--- config.mk ---
export PLATFORM = sky130hd
export DESIGN_NAME = bpsk_demodulator
export DESIGN_NICKNAME = d
export VERILOG_FILES = /design/src/rtl/bpsk_demodulator.sv
export SDC_FILE = /design/constraint.sdc
export NUM_CORES = 1
export LEC_CHECK = 0
export BUFFER_PORTS_ARGS = -buffer_cell sky130_fd_sc_hd__buf_2
export CORE_ASPECT_RATIO = 0.8
export CORE_MARGIN = 1
export CORE_UTILIZATION = 25
export DETAILED_ROUTE_END_ITERATION = 8
export PLACE_DENSITY = 0.43
export SETUP_SLACK_MARGIN = 0.2
export SKIP_CTS_REPAIR_TIMING = 1
export SLEW_MARGIN = 20
export SYNTH_ARGS = -nofsm -noshare
export SYNTH_HDL_FRONTEND = slang
export SYNTH_SLANG_ARGS = --single-unit
--- constraint.sdc ---
create_clock -name clk_in -period 3.5 [get_ports clk_in]
set_input_delay 0.875 -clock clk_in [delete_from_list [all_inputs] [get_ports clk_in]]
set_output_delay 0.875 -clock clk_in [all_outputs]
set_load 0.01 [all_outputs]
--- src/rtl/bpsk_demodulator.sv ---
// bpsk_demodulator
//
// Recovers framed data from a BPSK line. On that line the carrier is clk_in/2 and is XORed with
// the data during a burst. Between bursts the line is held at 0. A free-running local carrier
// removes the modulation. Each bit period is integrated over a guarded window and decided by
// majority vote. The first 32-bit word must equal SYNC_WORD or its complement. The complement
// case means the local carrier runs in anti-phase, and the data is inverted to compensate.
// After lock, WORDS-1 further words are delivered, and then the frame closes.
//
// Ports
//   clk_in        single system clock (7.68 MHz nominal), rising edge
//   rst           synchronous, active-high reset
//   bpsk_in       BPSK line input (asynchronous to nothing, but double-registered)
//   bit_out       polarity-corrected decided bit, valid with bit_valid
//   bit_valid     one-cycle pulse per decided bit after lock
//   word_out      last completed word, MSB = first received bit
//   word_valid    one-cycle pulse when word_out updates
//   frame_lock    high from sync match until the frame ends
//   polarity_inv  high when lock was achieved on the complemented sync word
//   frame_done    one-cycle pulse the cycle after the last word_valid
//   sync_err      one-cycle pulse when the first word matches neither sync form
module bpsk_demodulator #(
    parameter int unsigned BIT_LEN   = 544,
    parameter int unsigned GUARD     = 16,
    parameter int unsigned QUIET_MIN = 64,
    parameter logic [31:0] SYNC_WORD = 32'h0AEC7CD2,
    parameter int unsigned WORDS     = 4
) (
    input  logic        clk_in,
    input  logic        rst,
    input  logic        bpsk_in,
    output logic        bit_out,
    output logic        bit_valid,
    output logic [31:0] word_out,
    output logic        word_valid,
    output logic        frame_lock,
    output logic        polarity_inv,
    output logic        frame_done,
    output logic        sync_err
);

    localparam int unsigned IdxW    = $clog2(BIT_LEN + 1);
    localparam int unsigned CntW    = $clog2(BIT_LEN + 1);
    localparam int unsigned QuietW  = $clog2(QUIET_MIN + 1);
    localparam int unsigned WordW   = $clog2(WORDS + 1);
    localparam int unsigned WinHalf = (BIT_LEN - 2 * GUARD) / 2;

    typedef enum logic [1:0] {StQuiet, StArmed, StAcq, StLocked} state_e;

    state_e              state_q;
    logic                s1_q;
    logic                s_q;
    logic                s_prev_q;
    logic                c_q;
    logic [QuietW-1:0]   quiet_q;
    logic [IdxW-1:0]     idx_q;
    logic [CntW-1:0]     ones_q;
    logic [4:0]          bit_idx_q;
    logic [WordW-1:0]    word_cnt_q;
    logic                last_q;
    logic [31:0]         shift_q;

    logic                d;
    logic                in_win;
    logic                bit_end;
    logic                word_end;
    logic                bit_dec;
    logic [CntW-1:0]     ones_next;
    logic [31:0]         shift_next;

    // Datapath helpers: carrier wipe-off, integration window and the bit decision.
    // The decision uses ones_next so a window reaching the last sample (GUARD = 0)
    // still counts that sample.
    always_comb begin
        d          = s_q ^ c_q;
        in_win     = (idx_q >= IdxW'(GUARD)) && (idx_q <= IdxW'(BIT_LEN - GUARD - 1));
        ones_next  = ones_q + CntW'(in_win & d);
        bit_end    = (idx_q == IdxW'(BIT_LEN - 1));
        word_end   = (bit_idx_q == 5'd31);
        bit_dec    = (ones_next > CntW'(WinHalf));
        shift_next = (shift_q << 1) | 32'(bit_dec);
    end

    always_ff @(posedge clk_in) begin
        if (rst) begin
            state_q      <= StQuiet;
            s1_q         <= 1'b0;
            s_q          <= 1'b0;
            s_prev_q     <= 1'b0;
            c_q          <= 1'b0;
            quiet_q      <= '0;
            idx_q        <= '0;
            ones_q       <= '0;
            bit_idx_q    <= '0;
            word_cnt_q   <= '0;
            last_q       <= 1'b0;
            shift_q      <= '0;
            bit_out      <= 1'b0;
            bit_valid    <= 1'b0;
            word_out     <= '0;
            word_valid   <= 1'b0;
            frame_lock   <= 1'b0;
            polarity_inv <= 1'b0;
            frame_done   <= 1'b0;
            sync_err     <= 1'b0;
        end else begin
            s1_q       <= bpsk_in;
            s_q        <= s1_q;
            s_prev_q   <= s_q;
            c_q        <= ~c_q;
            bit_valid  <= 1'b0;
            word_valid <= 1'b0;
            frame_done <= 1'b0;
            sync_err   <= 1'b0;

            unique case (state_q)
                StQuiet: begin
                    // A burst toggles the line at least every other cycle, so a long
                    // constant run can only be idle line.
                    if (s_q == s_prev_q) begin
                        if (quiet_q == QuietW'(QUIET_MIN - 1)) begin
                            state_q <= StArmed;
                        end else begin
                            quiet_q <= quiet_q + QuietW'(1);
                        end
                    end else begin
                        quiet_q <= '0;
                    end
                end

                StArmed: begin
                    // The first edge starts bit timing. From here on, timing runs free and
                    // ignores later line transitions.
                    if (s_q != s_prev_q) begin
                        state_q   <= StAcq;
                        idx_q     <= '0;
                        ones_q    <= '0;
                        bit_idx_q <= '0;
                        shift_q   <= '0;
                    end
                end

                StAcq: begin
                    if (bit_end) begin
                        idx_q     <= '0;
                        ones_q    <= '0;
                        shift_q   <= shift_next;
                        bit_idx_q <= bit_idx_q + 5'd1;
                        if (word_end) begin
                            if (shift_next == SYNC_WORD || shift_next == ~SYNC_WORD) begin
                                state_q      <= StLocked;
                                frame_lock   <= 1'b1;
                                polarity_inv <= (shift_next == ~SYNC_WORD);
                                word_out     <= SYNC_WORD;
                                word_valid   <= 1'b1;
                                word_cnt_q   <= WordW'(1);
                                last_q       <= (WORDS == 1);
                            end else begin
                                sync_err <= 1'b1;
                                state_q  <= StQuiet;
                                quiet_q  <= '0;
                            end
                        end
                    end else begin
                        idx_q  <= idx_q + IdxW'(1);
                        ones_q <= ones_next;
                    end
                end

                StLocked: begin
                    if (last_q) begin
                        // The cycle after the final word_valid closes the frame.
                        frame_done <= 1'b1;
                        frame_lock <= 1'b0;
                        last_q     <= 1'b0;
                        state_q    <= StQuiet;
                        quiet_q    <= '0;
                    end else if (bit_end) begin
                        idx_q     <= '0;
                        ones_q    <= '0;
                        shift_q   <= shift_next;
                        bit_idx_q <= bit_idx_q + 5'd1;
                        bit_out   <= bit_dec ^ polarity_inv;
                        bit_valid <= 1'b1;
                        if (word_end) begin
                            word_out   <= shift_next ^ {32{polarity_inv}};
                            word_valid <= 1'b1;
                            word_cnt_q <= word_cnt_q + WordW'(1);
                            if (word_cnt_q == WordW'(WORDS - 1)) begin
                                last_q <= 1'b1;
                            end
                        end
                    end else begin
                        idx_q  <= idx_q + IdxW'(1);
                        ones_q <= ones_next;
                    end
                end
            endcase
        end
    end

endmodule

==> results of run 1 <==
## layout by cell type, fill, tap and decap left out, drive strengths merged, types with 4 or more instances in the layout
cell type,synthesis,layout
nor2,52,52
xor2,42,42
o2111ai,4,4
buf,14,75
or4,4,4
a21oi,58,58
nand2,32,32
nor3,14,14
ha,9,9
nor4bb,5,5
nand4,25,25
or3,8,8
nand3,17,17
nor4b,4,4
nand2b,6,6
nand4b,4,4
and3,8,8
dfxtp,112,112
o21ai,34,34
clkbuf,33,14
inv,7,7
a311oi,21,21
a22o,32,32
nor4,7,7
## layer usage
metal / GRT usage, % / up-vias / routed length, microns
li1: - / 2272 / -
met1: 22.5 / 2249 / 8150
met2: 18.5 / 101 / 6320
met3: 2.78 / 9 / 646
met4: 4.41 / 0 / 147
met5: 0 / - / 0
## final cells by class
| class | count | area, sq um |
|---|---|---|
| clock inverter | 3 | 18.8 |
| clock buffer | 12 | 246 |
| multi-input combinational | 426 | 3100 |
| inverter | 7 | 26.3 |
| timing repair buffer | 77 | 567 |
| sequential | 112 | 2240 |
| fill | 2134 | 13600 |
| tap | 264 | 330 |
## cells by family (layout without fill, tap and decap cells)
kind of cell / Yosys count / count (layout) / share of synthesized area [%]
xor+xnor: 45 / 45 / 7.57
compound gates: 171 / 171 / 22.1
buf+inv: 54 / 99 / 4.18
fa+ha+maj: 9 / 9 / 2.16
flops: 112 / 112 / 43.0
mux: 1 / 1 / 0.192
simple gates: 200 / 200 / 20.8
## critical path: cells and delay by family (launching register included)
kind | cells | cell delay [ns]
buffers and inverters | 4 | 0.62
adders and majority gates | 2 | 0.44
AOI/OAI and AO/OA | 5 | 0.97
and+or+nand+nor | 4 | 0.86
DFF | 1 | 0.32
xor gates and xnor gates | 1 | 0.17
## state kept, by name, indices dropped and copies added, names as in the netlist
| signal | cells |
|---|---|
| c_q | 1 |
| s_q | 1 |
| frame_lock | 1 |
| ones_q | 10 |
| frame_done | 1 |
| word_out | 32 |
| idx_q | 10 |
| quiet_q | 7 |
| s_prev_q | 1 |
| state_q | 2 |
| s1_q | 1 |
| shift_q | 31 |
| polarity_inv | 1 |
| word_valid | 1 |
| word_cnt_q | 3 |
| bit_valid | 1 |
| last_q | 1 |
| bit_out | 1 |
| bit_idx_q | 5 |
| sync_err | 1 |
## per-stage QoR
step           cell area, sq um  util, %  setup WS, ns  hold WS, ns  TNS (ns)
2_1_floorplan              5260        -         0.228        0.413         0
3_3_place_gp               5770     28.6        0.0579        0.421         0
3_5_place_dp               5770     28.6       -0.0225        0.428   -0.0264
4_1_cts                    6030     29.9       -0.0297        0.437    -0.230
5_1_grt                    6530     32.4        -0.196        0.464     -4.38
6_report                   6530     32.4       0.00714        0.436         0
## power breakdown
group	internal (mW)	leakage [nW]	switching (mW)	total, mW
clock	0.499	0.132	0.469	0.968
combinational	0.0118	1.45	0.0345	0.0463
sequential	1.28	0.904	0.00486	1.28
total	1.79	2.49	0.508	2.30
## worst max-delay path by stage
stage	depth (start not counted)	from	to	slack, ns
floorplan	14	idx_q[8]	word_cnt_q[2]	0.23
global placement	14	idx_q[8]	word_out[10]	0.06
detailed placement	14	idx_q[8]	word_out[10]	-0.02
CTS	14	idx_q[8]	word_out[14]	-0.03
global route	16	idx_q[5]	word_out[4]	-0.20
finish	16	idx_q[5]	word_out[4]	0.007
==> out/results.tsv, run 1 <==
metric	value	unit
tightest_slew	0.923	ns
path_class	reg2reg	
synth_area	5210	sq um
max_stage_delay	0.56	ns
io_buffer_count	41	
cp.arrival	3.76	ns
nNetsFinal	645	
ys_warn_count	0	
hold_end	c_q	
reg2reg_depth	16	
grt.overflow.total	0	
design_power_total	2.30	mW
hp-class	reg2reg	
grt_antenna_before_repair	0	
core	20100	sq um
dr_total_vias	4631	
cts_buffers	9	
gp_congestion	0.771	
setup_viol	0	
hold_path_depth	1	
synthFlopType	dfxtp_1	
synth_area_leaders	dfxtp_1 (43%), xor2_1 (7.1%), a21oi_1 (5.6%)	
worstPathMaxFanout	8	
rsz0062_at_grt	true	
cts_max_path_buffers	2	
die_h	131	microns
final-max-slew-violation-count	0	
r2r_start	idx_q[5]	
p_leak	2.49	nW
clock_sinks	112	
viasPerCell	5.14	
yosysMostFrequentCell	dfxtp_1	
track_usage	14.2	%
min_period	3.49	ns
htreeDepth	3	
grt_pass1_wl	24.0	mm
synth_commonest_cells	dfxtp_1 (112), a21oi_1 (58), nor2_1 (49)	
worstSetupEndpointType	register	
peakVddDrop	0.000208	V
dp_hpwl	9.99	mm
cp.required	3.77	ns
drtIter0Drc	381	
grt_pass1_vias	4254	
drv_cap	0	
ys_types	55	
drtAntennaViolNets	0	
ios	42	
synth_edf_count	0	
hp-start	c_q	
die_w	163	microns
slowest_stage	or4_4	
wl_per_cell	16.9	microns
root_buffer	clkbuf_16	
rr_endpoint	word_out[4]	
drtPass1Iterations	5	
cp-start-kind	register	
start_util	25.9	%
async_flop_share	0	%
yosysSeqAreaShare	43.0	%
powerDensity	352	nW/um^2
place_inst	868	
hold_viol	0	
finClkSkew	0.0113	ns
r2r_setup_slack	0.007	ns
rows	46	
fmax	0.286	GHz
grt_max_degree	34	
drc	0	
cts_tree	yes	
drive_gt1_share	23.7	%
insertion_delay	0.35	ns
stdcell_count	901	
synth_largest_area_cell	dfxtp_1	
synth_top_area_share	43.0	%
status	completed	
n_antenna_cell	0	
clk_pin_slew	0.07	ns
finalWirelength	15.3	mm
dieArea	21400	sq um
finalCritPeriodShare	99.8	%
syn_avg_cell_area	8.80	sq um
synthCells	592	
yosys_register_bits	112	
relSlewSlack	38.3	%
worstPathCellList	or4_4, nor2_4, xor2_1, nor2_2, ha_4, ha_4, nor2_4, o2111ai_4, a311oi_4, buf_4, o211a_4, o211ai_1, buf_4, buf_6, buf_12, a311oi_2	
syn_nets	604	
area.growth.synth_to_final	25.4	%
Power figures use the tool's default switching activity.
==> inputs of run 2 (changes only) <==
Settings changed: PLACE_DENSITY 0.43 to 0.42, SKIP_LAST_GASP from default to 1.
Clock period 3.5 ns to 3.8 ns, I/O delays scaled along.
==> run 2 against run 1 <==
  * Fmax grew 0.51%
  * Clock skew is essentially flat
  * Sequential power shrank 8%
  * First-iteration DRC count grew 3.7%
  * Sequential cell count is the same
  * Total power shrank 4.1%
  * Critical endpoint is now word_out[21]
==> out/results.tsv, run 2 (synthesis results as in run 1) <==
metric	value	unit
cts_tree	yes	
finalWirelength	15.1	mm
die_w	163	microns
drtAntennaViolNets	0	
ios	42	
n_antenna_cell	0	
dr_total_vias	4576	
tightest_slew	0.609	ns
clock_sinks	112	
cp.arrival	3.76	ns
min_period	3.48	ns
cp.required	4.08	ns
drtPass1Iterations	5	
dieArea	21400	sq um
relSlewSlack	59.1	%
p_int	1.70	mW
largestRegisters	word_out x32, shift_q x31	
grt_max_degree	34	
fmax	0.288	GHz
cpMostUsedCell	buf_4	
worstPathMaxFanout	8	
path_class	reg2reg	
io_buffer_count	41	
worstPathCellList	or4_4, nor2_2, xor2_1, nor2_1, ha_2, ha_4, nand3_4, o31ai_4, a311oi_2, buf_4, o211a_4, o211ai_1, buf_4, buf_12, buf_6, a21oi_1, a311oi_1	
combPwrFrac	1.9	%
drc	0	
area.growth.synth_to_final	19.5	%
clk_pin_slew	0.08	ns
final_common_cell	dfxtp_1	
worstSetupEndpointType	register	
grt_antenna_before_repair	0	
finClkSkew	0.0111	ns
p_sw_share	22.7	%
finalCritPeriodShare	91.5	%
viasPerCell	5.14	
cts_buffers	9	
track_usage	14.0	%
fin_ws	0.325	ns
largest_reg_flops	32	
htreeDepth	3	
slowest_stage	or4_4	
final_cell_mix	dfxtp_1 (110), a21oi_1 (57), nor2_1 (46)	
p_switching	0.499	mW
cp-start-kind	register	
p_leak	2.38	nW
clockPowerShare	44.5	%
start_util	25.9	%
grt.overflow.total	0	
nNetsFinal	634	
status	completed	
rsz0062_at_grt	false	
hp-class	reg2reg	
final-max-slew-violation-count	0	
core	20100	sq um
powerDensity	354	nW/um^2
max_stage_delay	0.55	ns
die_h	131	microns
tns	0	ns
place_ws	0.0588	ns
dp_hpwl	9.92	mm
gp_congestion	0.787	
grt_pass1_wl	23.6	mm
drive_gt1_share	18.0	%
setup_viol	0	
wl_per_cell	17.0	microns
insertion_delay	0.37	ns
drtIter0Drc	395	
hold_viol	0	
peakVddDrop	0.000174	V
cts_max_path_buffers	2	
root_buffer	clkbuf_16	
grt_pass1_vias	4242	
rows	46	
drv_cap	0	
seqPwrFrac	53.6	%
top_register	word_out	
==> run 2: metal layers <==
layer / global-route usage [%] / routed length, microns
met1: 21.2 / 8120
met2: 19.5 / 6260
met3: 3.09 / 585
met4: 3.89 / 155
met5: 0 / 0
==> run 2: final timing paths <==
kind / startpoint / end / slack (ns) / depth (start not counted)
min reg2reg: c_q / c_q / 0.44 / 1
max reg2reg: idx_q[5] / word_out[21] / 0.32 / 17
min: c_q / c_q / 0.44 / 1
max: idx_q[5] / word_out[21] / 0.32 / 17
==> run 2: cell type report <==
| class | count | area, sq um |
|---|---|---|
| repair buffers | 66 | 430 |
| well taps | 264 | 330 |
| clock buffers | 10 | 229 |
| flip-flops and latches | 112 | 2240 |
| clock inverters | 6 | 68.8 |
| multi-input cells | 426 | 2890 |
| fillers | 2127 | 13900 |
| inverters | 7 | 26.3 |
==> run 2: stage by stage <==
| stage | std cells | power [mW] | utilization [%] | hold slack (ns) | cell area (sq um) |
|---|---|---|---|---|---|
| CTS | 882 | 2.23 | 29.8 | 0.436 | 6000 |
| global placement | 866 | 1.25 | 28.3 | 0.421 | 5710 |
| detailed placement | 866 | 1.25 | 28.3 | 0.426 | 5710 |
| global route | 891 | 2.27 | 30.9 | 0.441 | 6220 |
| floorplan | 592 | 1.24 | - | 0.413 | 5210 |
| finish | 891 | 2.20 | 30.9 | 0.436 | 6220 |
==> run 2: power by group through the flow <==
stage	sequential [mW]	combinational, mW	clock (mW)
finish	1.18	0.0415	0.981
global route	1.18	0.0462	1.05
CTS	1.18	0.0419	1.01
detailed placement	1.21	0.0419	0
global placement	1.21	0.0415	0
floorplan	1.21	0.0283	0
==> run 2: critical path, delay by kind of cell (launching register included) <==
| family | cells | cell delay (ns) |
|---|---|---|
| AND/OR/NAND/NOR | 4 | 0.89 |
| XOR/XNOR | 1 | 0.07 |
| buffers and inverters | 4 | 0.57 |
| AO/OA/AOI/OAI | 6 | 1.01 |
| flip-flops | 1 | 0.35 |
| adder cells (fa/ha/maj) | 2 | 0.49 |
==> inputs of run 3 (changes only) <==
Settings changed: REMOVE_ABC_BUFFERS from default to 1.
==> run 3 against run 2 <==
  * Sequential cell count stayed put
  * Setup slack worse by 0.036 ns
  * Sequential power hardly changed
  * Sequential share of layout area is 0.60 points lower
  * Global-route usage is 0.51 points lower
  * Clock power is 2.9% lower
  * Register-to-register slack worse by 0.04 ns
  * Total power is 1.4% lower
  * Combinational power is 4% lower
  * First-iteration DRC count is 8.9% lower
  * Worst hold slack better by 0.0028 ns
  * Largest cell class unchanged
  * Largest power group unchanged
==> out/results.tsv, run 3 (synthesis results as in run 1) <==
metric	value	unit
status	completed	
min_period	3.51	ns
register_area	2250	sq um
core	20100	sq um
worstPathMaxFanout	6	
start_util	25.9	%
cp_top_family	simple AND/OR/NAND/NOR gates	
track_usage	13.5	%
finClkSkew	0.0111	ns
hp-class	reg2reg	
cp.required	4.07	ns
final-max-slew-violation-count	0	
design_power_total	2.17	mW
stdcell_count	891	
grt_max_degree	46	
tns	0	ns
largest_reg_flops	32	
drtPass1Iterations	4	
relSlewSlack	38.7	%
drc	0	
finalWirelength	14.7	mm
area.growth.synth_to_final	21.7	%
multiInputGateArea	3000	sq um
setup_viol	0	
cts_buffers	9	
cts_max_path_buffers	2	
grt_pass1_vias	4154	
final_area	6340	sq um
die_h	131	microns
clock_sinks	112	
dieArea	21400	sq um
worstSetupEndpointType	register	
grt.overflow.total	0	
dp_hpwl	9.53	mm
die_w	163	microns
drv_cap	0	
fin_ws	0.289	ns
place_area	5670	sq um
fmax	0.285	GHz
p_leak	2.41	nW
tightest_slew	0.918	ns
io_buffer_count	41	
path_class	reg2reg	
cp-start-kind	register	
cp.arrival	3.78	ns
peakVddDrop	0.000176	V
ios	42	
htreeDepth	3	
grt_pass1_wl	22.9	mm
drive_gt1_share	20.1	%
wl_per_cell	16.5	microns
utilization	31.5	%
rsz0062_at_grt	true	
fin_hold_ws	0.439	ns
grt_antenna_before_repair	0	
n_antenna_cell	0	
root_buffer	clkbuf_16	
drtIter0Drc	360	
finalCritPeriodShare	92.4	%
largestRegisters	word_out x32, shift_q x31	
final_cell_mix	dfxtp_1 (109), a21oi_1 (56), nor2_1 (45)	
critPathBufInv	3	
slowest_stage	or4_4	
max_stage_delay	0.55	ns
powerDensity	343	nW/um^2
top_register	word_out	
drtAntennaViolNets	0	
cts_tree	yes	
viasPerCell	5.10	
rows	46	
dr_total_vias	4544	
final_common_cell	dfxtp_1	
gp_congestion	0.765	
worstPathCellList	or4_4, nor2_4, xor2_1, nor2_1, ha_2, ha_4, nor4_1, nand2_1, a311oi_4, o211a_4, o211ai_1, buf_4, buf_6, buf_8, a311oi_2	
nNetsFinal	634	
nFillCells	2134	
hold_viol	0	
place_ws	-0.0165	ns
clk_pin_slew	0.08	ns
place_inst	863	
insertion_delay	0.36	ns
run 3: cell types whose count changed in the layout (fill, tap and decap cells not counted), moves of 3 or more:
cell      before  now
buf_4         21   17
a311oi_2       2   11
buf_6          2    5
a311oi_1      19    9
run 3: path summary, 6_finish.rpt:
| path | from | slack (ns) | cells past startpoint | endpoint |
|---|---|---|---|---|
| max | idx_q[5] | 0.29 | 15 | word_out[14] |
| min | c_q | 0.44 | 1 | c_q |
| max reg2reg | idx_q[5] | 0.29 | 15 | word_out[14] |
| min reg2reg | c_q | 0.44 | 1 | c_q |
run 3: routing by layer:
| layer | vias to the layer above | global-route usage [%] | routed length, microns | share of wire, % |
|---|---|---|---|---|
| met2 | 59 | 19.4 | 6370 | 43 |
| met1 | 2227 | 20.0 | 7650 | 52 |
| met3 | 12 | 2.84 | 502 | 3.4 |
| met5 | - | 0 | 0 | 0 |
| met4 | 0 | 3.69 | 159 | 1.1 |
| li1 | 2246 | - | - | - |
run 3: cell type report:
type	instances	share of cell area [%]
clock inverters	6	0.790
well taps	264	5.21
multi-input cells	426	47.3
inverters	7	0.415
clock buffers	10	3.77
flip-flops and latches	112	35.5
repair buffers	66	7.01
run 3: report_power, final:
group	switching, mW	internal (mW)	total (mW)
registers	0.00432	1.18	1.18
logic	0.0298	0.00999	0.0398
clock network	0.478	0.475	0.953
run 3: worst reg2reg max path, cell delays in order, from the launching register on:
cell and delay, ns:
dfxtp_4 0.36, or4_4 0.55, nor2_4 0.10, xor2_1 0.15, nor2_1 0.07, ha_2 0.25, ha_4 0.20, nor4_1 0.17
nand2_1 0.19, a311oi_4 0.34, o211a_4 0.23, o211ai_1 0.08, buf_4 0.18, buf_6 0.14, buf_8 0.13, a311oi_2 0.27
